`src/rtl/render_pkg.sv`:
```
// Shared rendering types: scheduler state encoding and fixed-point word width.
package render_pkg;

  localparam int FIX_WIDTH = 16;

  typedef enum logic [2:0] {
    ST_IDLE    = 3'd0,
    ST_FETCH   = 3'd1,
    ST_PRESENT = 3'd2,
    ST_DRAIN   = 3'd3,
    ST_DONE    = 3'd4
  } sched_state_t;

endpackage

```
`src/rtl/read_latency_pipe.sv`:
```
// Delays the position-memory read strobe by DEPTH cycles so that the
// scheduler knows when mem_*_in carries the requested particle.
module read_latency_pipe #(
  parameter int DEPTH = 2
) (
  input  logic clk_in,
  input  logic rst_n,
  input  logic rd_en,
  output logic rd_valid
);

  logic [DEPTH-1:0] shift_q;

  always_ff @(posedge clk_in or negedge rst_n) begin
    if (!rst_n) begin
      shift_q <= '0;
    end else begin
      shift_q[0] <= rd_en;
      for (int i = 1; i < DEPTH; i++) begin
        shift_q[i] <= shift_q[i-1];
      end
    end
  end

  assign rd_valid = shift_q[DEPTH-1];

endmodule

```
`src/rtl/projection_scheduler.sv`:
```
// Walks a frame's particles: reads each position from memory, hands it to the
// projector over a valid/ready link, and counts projector completions.
module projection_scheduler
  import render_pkg::*;
#(
  parameter int NUM_PARTICLES = 64,
  parameter int ADDR_WIDTH    = $clog2(NUM_PARTICLES),
  parameter int READ_LATENCY  = 2
) (
  input  logic                   clk_in,
  input  logic                   rst_n_in,
  input  logic                   frame_start_in,
  input  logic [ADDR_WIDTH:0]    particle_count_in,
  output logic                   mem_rd_en_out,
  output logic [ADDR_WIDTH-1:0]  mem_addr_out,
  input  logic [FIX_WIDTH-1:0]   mem_x_in,
  input  logic [FIX_WIDTH-1:0]   mem_y_in,
  input  logic [FIX_WIDTH-1:0]   mem_z_in,
  output logic                   proj_valid_out,
  input  logic                   proj_ready_in,
  output logic [FIX_WIDTH-1:0]   proj_x_out,
  output logic [FIX_WIDTH-1:0]   proj_y_out,
  output logic [FIX_WIDTH-1:0]   proj_z_out,
  input  logic                   proj_done_in,
  output logic                   busy_out,
  output logic                   frame_done_out,
  output logic                   overrun_out,
  output logic [ADDR_WIDTH:0]    issued_count_out,
  output logic [ADDR_WIDTH:0]    completed_count_out
);

  localparam int CW = ADDR_WIDTH + 1;
  localparam logic [ADDR_WIDTH:0] MAX_COUNT = CW'(NUM_PARTICLES);

  sched_state_t          state_q, state_d;
  logic [1:0]            rst_sync_q;
  logic                  rst_n;
  logic [ADDR_WIDTH:0]   count_q;
  logic [ADDR_WIDTH:0]   issued_q;
  logic [ADDR_WIDTH:0]   completed_q;
  logic [ADDR_WIDTH:0]   issued_inc;
  logic [ADDR_WIDTH:0]   count_clamped;
  logic [ADDR_WIDTH-1:0] index_q;
  logic [FIX_WIDTH-1:0]  px_q, py_q, pz_q;
  logic                  rd_pending_q;
  logic                  rd_valid;
  logic                  frame_done_q;
  logic                  overrun_q;
  logic                  start_accept;
  logic                  transfer;

  // Reset asserts asynchronously but is released only on a clock edge.
  always_ff @(posedge clk_in or negedge rst_n_in) begin
    if (!rst_n_in) begin
      rst_sync_q <= 2'b00;
    end else begin
      rst_sync_q <= {rst_sync_q[0], 1'b1};
    end
  end

  assign rst_n = rst_sync_q[1];

  read_latency_pipe #(
    .DEPTH (READ_LATENCY)
  ) u_read_latency_pipe (
    .clk_in   (clk_in),
    .rst_n    (rst_n),
    .rd_en    (mem_rd_en_out),
    .rd_valid (rd_valid)
  );

  // Projector link: a position moves when proj_valid_out and proj_ready_in are
  // both high at a rising edge. Valid is raised only in PRESENT, data is held
  // stable until that transfer, and valid drops the cycle after it.
  assign transfer      = (state_q == ST_PRESENT) && proj_ready_in;
  assign start_accept  = (state_q == ST_IDLE) && frame_start_in;
  assign issued_inc    = issued_q + CW'(1);
  assign count_clamped = (particle_count_in > MAX_COUNT) ? MAX_COUNT : particle_count_in;

  always_ff @(posedge clk_in or negedge rst_n) begin
    if (!rst_n) begin
      state_q <= ST_IDLE;
    end else begin
      state_q <= state_d;
    end
  end

  always_comb begin
    state_d = state_q;
    case (state_q)
      ST_IDLE: begin
        if (frame_start_in) begin
          state_d = (particle_count_in == '0) ? ST_DONE : ST_FETCH;
        end
      end
      ST_FETCH: begin
        if (rd_valid) state_d = ST_PRESENT;
      end
      ST_PRESENT: begin
        if (transfer) state_d = (issued_inc == count_q) ? ST_DRAIN : ST_FETCH;
      end
      ST_DRAIN: begin
        if (completed_q == count_q) state_d = ST_DONE;
      end
      ST_DONE: begin
        state_d = ST_IDLE;
      end
      default: begin
        state_d = ST_IDLE;
      end
    endcase
  end

  always_ff @(posedge clk_in or negedge rst_n) begin
    if (!rst_n) begin
      count_q     <= '0;
      issued_q    <= '0;
      completed_q <= '0;
      index_q     <= '0;
    end else if (start_accept) begin
      count_q     <= count_clamped;
      issued_q    <= '0;
      completed_q <= '0;
      index_q     <= '0;
    end else begin
      if (transfer) begin
        issued_q <= issued_inc;
        if (issued_inc != count_q) index_q <= index_q + ADDR_WIDTH'(1);
      end
      // Completions count only inside a frame and never past its size.
      if (proj_done_in && busy_out && (completed_q != count_q)) begin
        completed_q <= completed_q + CW'(1);
      end
    end
  end

  always_ff @(posedge clk_in or negedge rst_n) begin
    if (!rst_n) begin
      rd_pending_q <= 1'b0;
      px_q         <= '0;
      py_q         <= '0;
      pz_q         <= '0;
      frame_done_q <= 1'b0;
      overrun_q    <= 1'b0;
    end else begin
      if (mem_rd_en_out) begin
        rd_pending_q <= 1'b1;
      end else if (rd_valid) begin
        rd_pending_q <= 1'b0;
      end
      if ((state_q == ST_FETCH) && rd_valid) begin
        px_q <= mem_x_in;
        py_q <= mem_y_in;
        pz_q <= mem_z_in;
      end
      frame_done_q <= (state_q == ST_DONE);
      if (frame_start_in && (state_q != ST_IDLE)) overrun_q <= 1'b1;
    end
  end

  assign mem_rd_en_out       = (state_q == ST_FETCH) && !rd_pending_q;
  assign mem_addr_out        = index_q;
  assign proj_valid_out      = (state_q == ST_PRESENT);
  assign proj_x_out          = px_q;
  assign proj_y_out          = py_q;
  assign proj_z_out          = pz_q;
  assign busy_out            = (state_q == ST_FETCH) || (state_q == ST_PRESENT) ||
                               (state_q == ST_DRAIN);
  assign frame_done_out      = frame_done_q;
  assign overrun_out         = overrun_q;
  assign issued_count_out    = issued_q;
  assign completed_count_out = completed_q;

endmodule

```
`config.mk`:
```
export PLATFORM = sky130hd
export DESIGN_NAME = projection_scheduler
export DESIGN_NICKNAME = d
export VERILOG_FILES = /design/src/rtl/render_pkg.sv /design/src/rtl/read_latency_pipe.sv /design/src/rtl/projection_scheduler.sv
export SDC_FILE = /design/constraint.sdc
export NUM_CORES = 1
export LEC_CHECK = 0
export CORE_MARGIN = 3
export CORE_UTILIZATION = 30
export DETAILED_ROUTE_END_ITERATION = 12
export PLACE_DENSITY_LB_ADDON = 0.15
export SLEW_MARGIN = 30
export SYNTH_ARGS = -nofsm -noshare
export SYNTH_HDL_FRONTEND = slang
export SYNTH_SLANG_ARGS = --single-unit
export TNS_END_PERCENT = 50
```
`constraint.sdc`:
```
create_clock -name clk_in -period 2.9 [get_ports clk_in]
set_input_delay 0.29 -clock clk_in [delete_from_list [all_inputs] [get_ports clk_in]]
set_output_delay 0.29 -clock clk_in [all_outputs]
set_load 0.005 [all_outputs]
```
==> impl_metrics.ini <==
[setup_path]
reg2reg_slack_ns = 0.73
critical_path_class = flop to output pin
path_max_fanout = 11
crit_arrival_ns = 2.04
critical_path_depth = 2
crit_slowest_cell = clkdlybuf4s50_1
crit_required_ns = 2.61
endpoint_kind = output pin
max_stage_delay_ns = 0.63
cp_cell_sequence = nor4b_1 > clkdlybuf4s50_1
timing.rr.start = issued_count_out[0]$_DFFE_PN0P_
crit_buf_inv = 1
cp-start-kind = flop
crit_path_end = mem_rd_en_out
r2r_end = mem_addr_out[0]$_DFFE_PN0P_
crit_start = state_q[0]$_DFFE_PN0P_
rr_worst_depth = 7
worst_path_dominant_cell_family = buffers and inverters

[synthesis]
netlist_instances = 301
syn_nets = 364
synth_top_family_by_area = multiplexers
synthArstFlopShare = 1.00
synth_edf_count = 0
avgSynthCellArea_um2 = 12.6
synth_seq_cells = 85
synthAdderAreaFrac = 0.00986
synth_compound_area_frac = 0.0740
ys_warn_count = 0
synth_top_cell_area_share = 0.559
synth_mux_area_frac = 0.162
synthFlopType = dfrtp_1
synth-simple-area-share = 0.125
netlist_top_cells_area = dfrtp_1 56%, mux2_2 15%, xnor2_1 3.0%
synth_xor_xnor_area_share = 0.0503
yosysTopAreaCell = dfrtp_1
syn-cell-area_um2 = 3810
seq_area_frac_synth = 0.559
synth_cell_types = 49

[timing]
tightest_slew_ns = 0.612
hold_viol_final = 0
slew_violations = 0
slew_headroom = 0.592
fin_skew_ns = 0.00562
rsz0062_at_grt = false
tns_ns = 0
fmax_ghz = 0.429
setup_viol = 0
holdWs_ns = 0.117
period_minus_slack_ns = 2.33
fin_crit_sh = 0.805

[pwr]
power.internal_mw = 3.67
power.switching_mw = 1.64
switching_share = 0.309
p_clk_frac = 0.203
power_density_nw_per_um2 = 951
p_seq_frac = 0.386
p_comb_frac = 0.411
irDropWorstVdd_uv = 447
p_leak_nw = 2.34

[cells_and_area]
finalNetCount = 500
antennaDiodeCount = 0
final_layout_size_suffix_gt1_frac = 0.192
stdcell_area_um2 = 5590
syn2layout_area_growth_pct = 46.9

[drt]
ant_nets = 0
drt_first_iter_violations = 101
dr.pass1.iters = 4
viasPerCell = 4.58
num_vias = 2795
wl_per_cell_um = 15.4
drc = 0
totalWireLength_um = 9400

[cts]
cts_buffers = 9
post_cts_resized = 0
cts_sinks = 85
ctsLongestPathBuffers = 2
cts_root_buf = clkbuf_16
cts_tree = done
clkTransAtPathRegs_ns = 0.06
post-cts-setup-buffers = 0
htree_levels = 3
postCtsHoldBufs = 0
insertion_delay_ns = 0.33

[global_routing]
overflow = 0
grt_pass1_vias = 2955
grt_pass1_wl_um = 15000
grt_usage = 0.135
grt_max_degree = 49
antenna_found_initial = 0

[placed_design]
routabilityCongestion = 0.804
io_buffers = 132
dpl_cell_area_um2 = 5310
hpwl_um = 6940

[floorplan]
io_pins = 133
die_x_um = 119
rows = 40
start_util = 0.312
core_area_um2 = 12200
die-height_um = 119
dieArea_um2 = 14100

[run]
drv_cap = 0

[status]
status = completed

[min_path]
min_path_type = input pin to asynchronous set/reset pin
[cells by family (layout without fill, tap and decap cells)]
logic type,count (synthesis),count (layout)
XOR/XNOR,21,21
other,1,1
multiplexers,54,54
AND/OR/NAND/NOR,86,86
flip-flops,85,85
adder cells (fa/ha/maj),3,3
AO/OA/AOI/OAI,38,38
buffers and inverters,13,154
[sequential cells by signal, summed over array words and instances, names as in the netlist, 2 cells and up]
register,count
u_read_latency_pipe.shift_q,2
mem_addr_out,6
proj_x_out,16
issued_count_out,7
proj_y_out,16
state_q,3
proj_z_out,16
completed_count_out,7
count_q,7
rst_sync_q,2
[worst register-to-register path: stages, from the launching register on]
cell and delay, ns:
dfrtp_1 0.49, ha_1 0.33, nand3_4 0.13, or2_1 0.29, nor3_2 0.18, o2111ai_2 0.22, a21oi_2 0.29, mux2_2 0.20
[routing by layer]
metal / GRT usage / routed length (um) / vias up / part of all wire
met3: 0.0474 / 662 / 8 / 0.070
met5: 0 / 0 / - / 0
met2: 0.218 / 4620 / 77 / 0.49
li1: - / - / 1341 / -
met4: 0.0579 / 130 / 0 / 0.014
met1: 0.164 / 4000 / 1369 / 0.42
[per-stage QoR]
step | power, mW | cells | utilization | setup slack, ns
3_3_place_gp | 4.27 | 594 | 0.435 | 0.841
2_1_floorplan | 3.12 | 301 | - | 0.357
4_1_cts | 5.41 | 610 | 0.458 | 0.459
6_report | 5.32 | 610 | 0.458 | 0.567
3_5_place_dp | 4.30 | 594 | 0.435 | 0.718
5_1_grt | 5.70 | 610 | 0.458 | 0.332
[power by group through the flow]
stage | registers, mW | clock network, mW | logic [mW]
2_1_floorplan | 2.02 | 0 | 1.11
3_3_place_gp | 2.06 | 0 | 2.21
3_5_place_dp | 2.08 | 0 | 2.22
4_1_cts | 2.07 | 1.12 | 2.23
5_1_grt | 2.14 | 1.17 | 2.39
6_report | 2.05 | 1.08 | 2.18
[layout by cell type (no fill, tap or decap), types with 3 or more instances in the layout]
cell type / netlist / final
nand2_1: 28 / 28
nor2_1: 15 / 15
clkdlybuf4s50_1: 0 / 132
dfrtp_1: 85 / 84
nand3_1: 8 / 8
buf_4: 3 / 4
clkbuf_16: 0 / 9
and2_1: 5 / 5
a21oi_1: 6 / 6
and3_1: 3 / 3
clkinv_2: 0 / 3
mux2i_1: 3 / 3
nor3_1: 3 / 3
xor2_1: 7 / 7
a21o_1: 5 / 5
ha_1: 3 / 3
nand3b_1: 8 / 8
a22o_1: 3 / 3
mux2_2: 50 / 50
o21ai_0: 7 / 7
xnor2_1: 13 / 13
o31ai_1: 4 / 4
[cell type report]
cell class | count | area (um^2)
inverters | 2 | 7.51
clock inverters | 6 | 38.8
repair buffers | 136 | 1350
multi-input cells | 203 | 1610
fillers | 1166 | 6620
clock buffers | 10 | 239
flip-flops and latches | 85 | 2130
well taps | 168 | 210
[cell usage after synthesis, types with 2 or more instances]
library cell,n
dfrtp_1,85
mux2_2,50
nand2_1,28
nor2_1,15
xnor2_1,13
nand3_1,8
nand3b_1,8
o21ai_0,7
xor2_1,7
a21oi_1,6
buf_2,6
a21o_1,5
and2_1,5
o31ai_1,4
a22o_1,3
and3_1,3
buf_4,3
ha_1,3
mux2i_1,3
nor3_1,3
inv_1,2
nand4_1,2
nor3_2,2
o211a_1,2
o21ai_1,2
or2_1,2
or3_1,2
[how the worst min path moves through the flow]
stage | startpoint | to | slack, ns | cells after the start
after global routing | rst_n_in | rst_sync_q[1]$_DFF_PN0_ | 0.12 | 1
after detailed placement | u_read_latency_pipe.shift_q[0]$_DFF_PN0_ | u_read_latency_pipe.shift_q[1]$_DFF_PN0_ | 0.33 | 0
final | rst_n_in | rst_sync_q[1]$_DFF_PN0_ | 0.12 | 1
after global placement | u_read_latency_pipe.shift_q[0]$_DFF_PN0_ | u_read_latency_pipe.shift_q[1]$_DFF_PN0_ | 0.33 | 0
after CTS | rst_n_in | rst_sync_q[1]$_DFF_PN0_ | 0.10 | 1
after floorplan | rst_n_in | rst_sync_q[0]$_DFF_PN0_ | -0.006 | 0
No activity file was read; power rests on OpenSTA's default activity.
==> patch 1 (same settings) <==
Re-encode `sched_state_t` (5 states) as one-hot, 5 bits wide.
--- a/src/rtl/render_pkg.sv
+++ b/src/rtl/render_pkg.sv
@@ -3,12 +3,12 @@
 
   localparam int FIX_WIDTH = 16;
 
-  typedef enum logic [2:0] {
-    ST_IDLE    = 3'd0,
-    ST_FETCH   = 3'd1,
-    ST_PRESENT = 3'd2,
-    ST_DRAIN   = 3'd3,
-    ST_DONE    = 3'd4
+  typedef enum logic [4:0] {
+    ST_IDLE    = 5'b00001,
+    ST_FETCH   = 5'b00010,
+    ST_PRESENT = 5'b00100,
+    ST_DRAIN   = 5'b01000,
+    ST_DONE    = 5'b10000
   } sched_state_t;
 
 endpackage
Function: same outputs for any inputs over 10 cycles, from zero or initial values and one cycle with rst_n_in low; not proved beyond that.
==> patch 1 against the original RTL <==
- cell area grew 2.0%
- clock power grew 10%
- worst hold slack lost 9.3 ps
- routed wire length grew 2.0%
- worst setup slack lost 120 ps
- area after synthesis grew 1.0%
- sequential cell count grew 2
- total power shrank 22%
- highest routed layer unchanged
==> patch 1: results (changes against the original RTL) <==
outcome:
  status: "complete, no violations"
setup_path:
  cp.arrival_ps: 2730  # +690 ps
  cpMaxStageDelayCell: "or4_1"
  critical_path.max_fanout: 13  # +2
  max_stage_delay_ps: 540  # -90 ps
  cp_top_family: "simple AND/OR/NAND/NOR gates"
grt:
  grt_use_total_pct: 13.98  # +0.45 points
  grt_pass1_wl_um: 15840  # +5.3%
  met2_usage_pct: 22.57  # +0.72 points
  grt_max_degree: 46  # -6.1%
  first_global_vias: 3040  # +2.9%
  grtUsageMet3_pct: 3.466  # -1.3 points
  gr-usage-met1_pct: 17.86  # +1.5 points
detailed_routing:
  drtIter0Drc: 116  # +15%
  wl_met3_um: 512  # -23%
  vias: 2917  # +4.4%
  route.met2.wl_um: 4630  # +0.33%
  drt_wl_total_um: 9588  # +2.0%
clock_network:
  insertion_delay_ps: 340
pwr:
  p_seq_share_pct: 42.2  # +3.6 points
  leakage_nw: 2.374  # +1.4%
  p_int_mw: 3.015  # -18%
  ir_drop_mv: 0.3449  # -23%
  power_switching_mw: 1.153  # -30%
  powerDensity_nw_per_um2: 730.9  # -23%
  powerClk_mw: 1.19  # +10%
layout:
  fillers: 1171  # +0.43%
  seqAreaFraction_pct: 38.26  # +0.15 points
  seq_cells: 87  # +2.4%
  nNetsFinal: 516  # +3.2%
  drive_above_1_share_pct: 14.19  # -5.0 points
  area_growth_pct: 48.32
  multi_input_area_share_pct: 28.08  # -0.77 points
  stdcell_count: 626  # +2.6%
  buffer_area_share_pct: 24.13  # -0.039 points
  clk_share_pct: 5.375  # +0.41 points
synthesis:
  ys_types: 51  # +4.1%
  synth_xor_area_share_pct: 3.872  # -1.2 points
  async_reset_ff_share_pct: 100.0  # unchanged
  syn-num-nets: 379  # +4.1%
  synthTopCellsByArea: "dfrtp_1, mux2_2, mux2_1"
  synth_seq_area_share_pct: 56.65  # +0.77 points
  synthTopCellsByCount: "dfrtp_1, mux2_2, nand2_1"
  muxShareOfSynthArea_pct: 14.58  # -1.6 points
  synthAdderAreaFrac_pct: 0.9762  # -0.0099 points
placement:
  dp_hpwl_um: 7071  # +1.9%
  gp_congestion: 0.7953  # -1.1%
  place_area_um2: 5396  # +1.6%
  dpl_worst_slack_ps: 473.4  # -244.5 ps
  placed_cells: 610  # +2.7%
sta:
  slew_headroom_pct: 60.87  # +1.6 points
  skew_ps: 6.168  # +0.5442 ps
[patch 1: kinds of logic (layout without fill, tap and decap cells)]
logic type	after synthesis	in the layout
compound gates	51	51
other cells	1	1
fa+ha+maj	3	3
buf+inv	16	158
simple gates	91	91
xor+xnor	17	17
flops	87	87
mux	50	50
[patch 1: worst paths after layout]
path	startpoint	end	slack, ps	cells after the start
setup / recovery	issued_count_out[0]$_DFFE_PN0P_	mem_addr_out[5]$_DFFE_PN0P_	440	7
hold reg to reg	rst_sync_q[1]$_DFF_PN0_	proj_x_out[11]$_DFFE_PN0P_	340	0
hold / removal	rst_n_in	rst_sync_q[0]$_DFF_PN0_	110	1
min in group clk_in	u_read_latency_pipe.shift_q[0]$_DFF_PN0_	u_read_latency_pipe.shift_q[1]$_DFF_PN0_	350	0
max in group asynchronous	rst_sync_q[1]$_DFF_PN0_	state_q[0]$_DFFE_PN1P_	1890	1
setup reg to reg	issued_count_out[0]$_DFFE_PN0P_	mem_addr_out[5]$_DFFE_PN0P_	440	7
==> patch 2 (same settings) <==
Made on the original files. The parameter `NUM_PARTICLES` goes from 64 to 32.
--- a/src/rtl/projection_scheduler.sv
+++ b/src/rtl/projection_scheduler.sv
@@ -3,7 +3,7 @@
 module projection_scheduler
   import render_pkg::*;
 #(
-  parameter int NUM_PARTICLES = 64,
+  parameter int NUM_PARTICLES = 32,
   parameter int ADDR_WIDTH    = $clog2(NUM_PARTICLES),
   parameter int READ_LATENCY  = 2
 ) (
Interface: changed (resized completed_count_out, issued_count_out, mem_addr_out and particle_count_in); port bits go from 133 to 129. The function was not compared with the original's and may differ.
==> patch 2 against the original RTL <==
- utilization increased by 1.3 points
- non-clock buffer count decreased by 4
- worst setup slack improved by 140 ps
- sequential cell count decreased by 4
- area after synthesis decreased by 7.9%
- routed wire length decreased by 12%
- critical endpoint is now proj_valid_out
- total power decreased by 6.4%
- cell area decreased by 6.3%
==> patch 2: results (changes against the original RTL) <==
layout:
  antenna_cells: 0  # unchanged
  drive_above_1_share_pct: 17.55  # -1.7 points
  nNetsFinal: 474  # -5.2%
  fillers: 1047  # -10%
clock_network:
  postCtsResizedCells: 0  # unchanged
  path_clk_slew_ps: 60  # about the same
placement:
  gp_congestion: 0.7955  # -1.1%
  dpl_worst_slack_ps: 763.8  # +45.90 ps
  port_buffers: 128  # -3.0%
  dp_hpwl_um: 5973  # -14%
grt:
  grt_pass1_wl_um: 13830  # -8.0%
  antenna_found_initial: 0  # unchanged
  first_global_vias: 2692  # -8.9%
  grt_use_total_pct: 13.42  # -0.12 points
  grt_max_degree: 44  # -10%
synthesis:
  syn-num-nets: 339  # -6.9%
  yosysWarnings: 0  # unchanged
  synthTopCellsByCount: "dfrtp_1, mux2_2, nand2_1"
  synthTopCellsByArea: "dfrtp_1, mux2_2, nand2_1"
  ys_types: 46  # -6.1%
  async_reset_ff_share_pct: 100.0  # unchanged
  synth_seq_area_share_pct: 57.84  # +2.0 points
pwr:
  leakage_nw: 2.184  # -6.7%
  ir_drop_mv: 0.4939  # +11%
detailed_routing:
  drt_wl_total_um: 8296  # -12%
  drtIter0Drc: 127  # +26%
  vias: 2625  # -6.1%
setup_path:
  cp.arrival_ps: 1910  # -130 ps
  critical_path.max_fanout: 12  # +1
  cp_top_family: "buffers and inverters"
  max_stage_delay_ps: 580  # -50 ps
sta:
  slew_headroom_pct: 56.07  # -3.2 points
  skew_ps: 4.839  # -0.7852 ps
outcome:
  status: "complete, no violations"
==> patch 2: changes by cell type after synthesis, moves of 3 or more <==
cell / delta
o221ai_1: +3
o31ai_1: -3
inv_1: +5
nand2b_1: +3
a21o_1: -4
nand3b_1: -3
dfrtp_1: -4
and3_1: -3
buf_4: -3
nor3_1: +4
and2_1: -3
==> patch 2: layout make-up <==
class / instances / area [µm²] / share of cell area [%]
tap: 140 / 175.2 / 3.345
multi-input combinational: 181 / 1424 / 27.19
inverter: 7 / 26.28 / 0.5018
sequential: 81 / 2031 / 38.78
clock inverter: 1 / 5.005 / 0.09558
clock buffer: 14 / 244.0 / 4.659
timing repair buffer: 132 / 1331 / 25.42
==> patch 2: kinds of logic after synthesis <==
logic type	count (synthesis)	share of synthesized area, %
DFF	81	57.84
and+or+nand+nor	73	10.57
muxes	52	16.57
AOI/OAI and AO/OA	33	6.963
xor gates and xnor gates	19	5.141
buffers and inverters	15	1.750
adders and majority gates	3	1.071
other	1	0.1070
==> patch 2: path summary, 6_finish.rpt <==
kind                                                               start  slack (ps)  depth (start not counted)                                  endpoint
min in group clk_in             u_read_latency_pipe.shift_q[0]$_DFF_PN0_         350                          0  u_read_latency_pipe.shift_q[1]$_DFF_PN0_
worst max register to register           issued_count_out[0]$_DFFE_PN0P_         730                          6               mem_addr_out[3]$_DFFE_PN0P_
worst max-delay path                              state_q[1]$_DFFE_PN0P_         700                          2                            proj_valid_out
worst min-delay path                                            rst_n_in         120                          1                   rst_sync_q[1]$_DFF_PN0_
worst min register to register                   rst_sync_q[1]$_DFF_PN0_         310                          0                proj_x_out[11]$_DFFE_PN0P_
max in group asynchronous                        rst_sync_q[1]$_DFF_PN0_        1990                          1                 proj_y_out[5]$_DFFE_PN0P_
==> patch 2: power breakdown <==
part / internal, mW / total (mW) / switching, mW / leakage [nW]
Sequential: 1.59 / 1.91 / 0.319 / 1.01
Combinational: 1.34 / 2.08 / 0.743 / 1.06
Clock: 0.575 / 0.991 / 0.416 / 0.121
Total: 3.50 / 4.98 / 1.48 / 2.18
==> patch 2: routing by layer <==
layer / GRT usage [%] / wire, µm / vias to the layer above
met1: 17.10 / 3651 / 1272
met4: 4.988 / 118 / 0
met5: 0 / 0 / -
met2: 20.41 / 3780 / 92
met3: 5.603 / 746 / 11
li1: - / - / 1250
==> patch 2: worst register-to-register path: stages, from the launching register on <==
cell      delay, ps
dfrtp_1         460
ha_1            300
xnor2_1         200
xnor2_1         100
or4_4           570
o21ai_4         240
o221ai_1        150
==> patch 2: stage by stage <==
stage               hold WS [ps]  cells  area [µm²]
floorplan                 -5.591    277        3505
finish                     116.9    556        5236
global route               111.1    556        5236
global placement           334.0    540        4960
detailed placement         337.9    541        4987
CTS                        99.34    556        5236
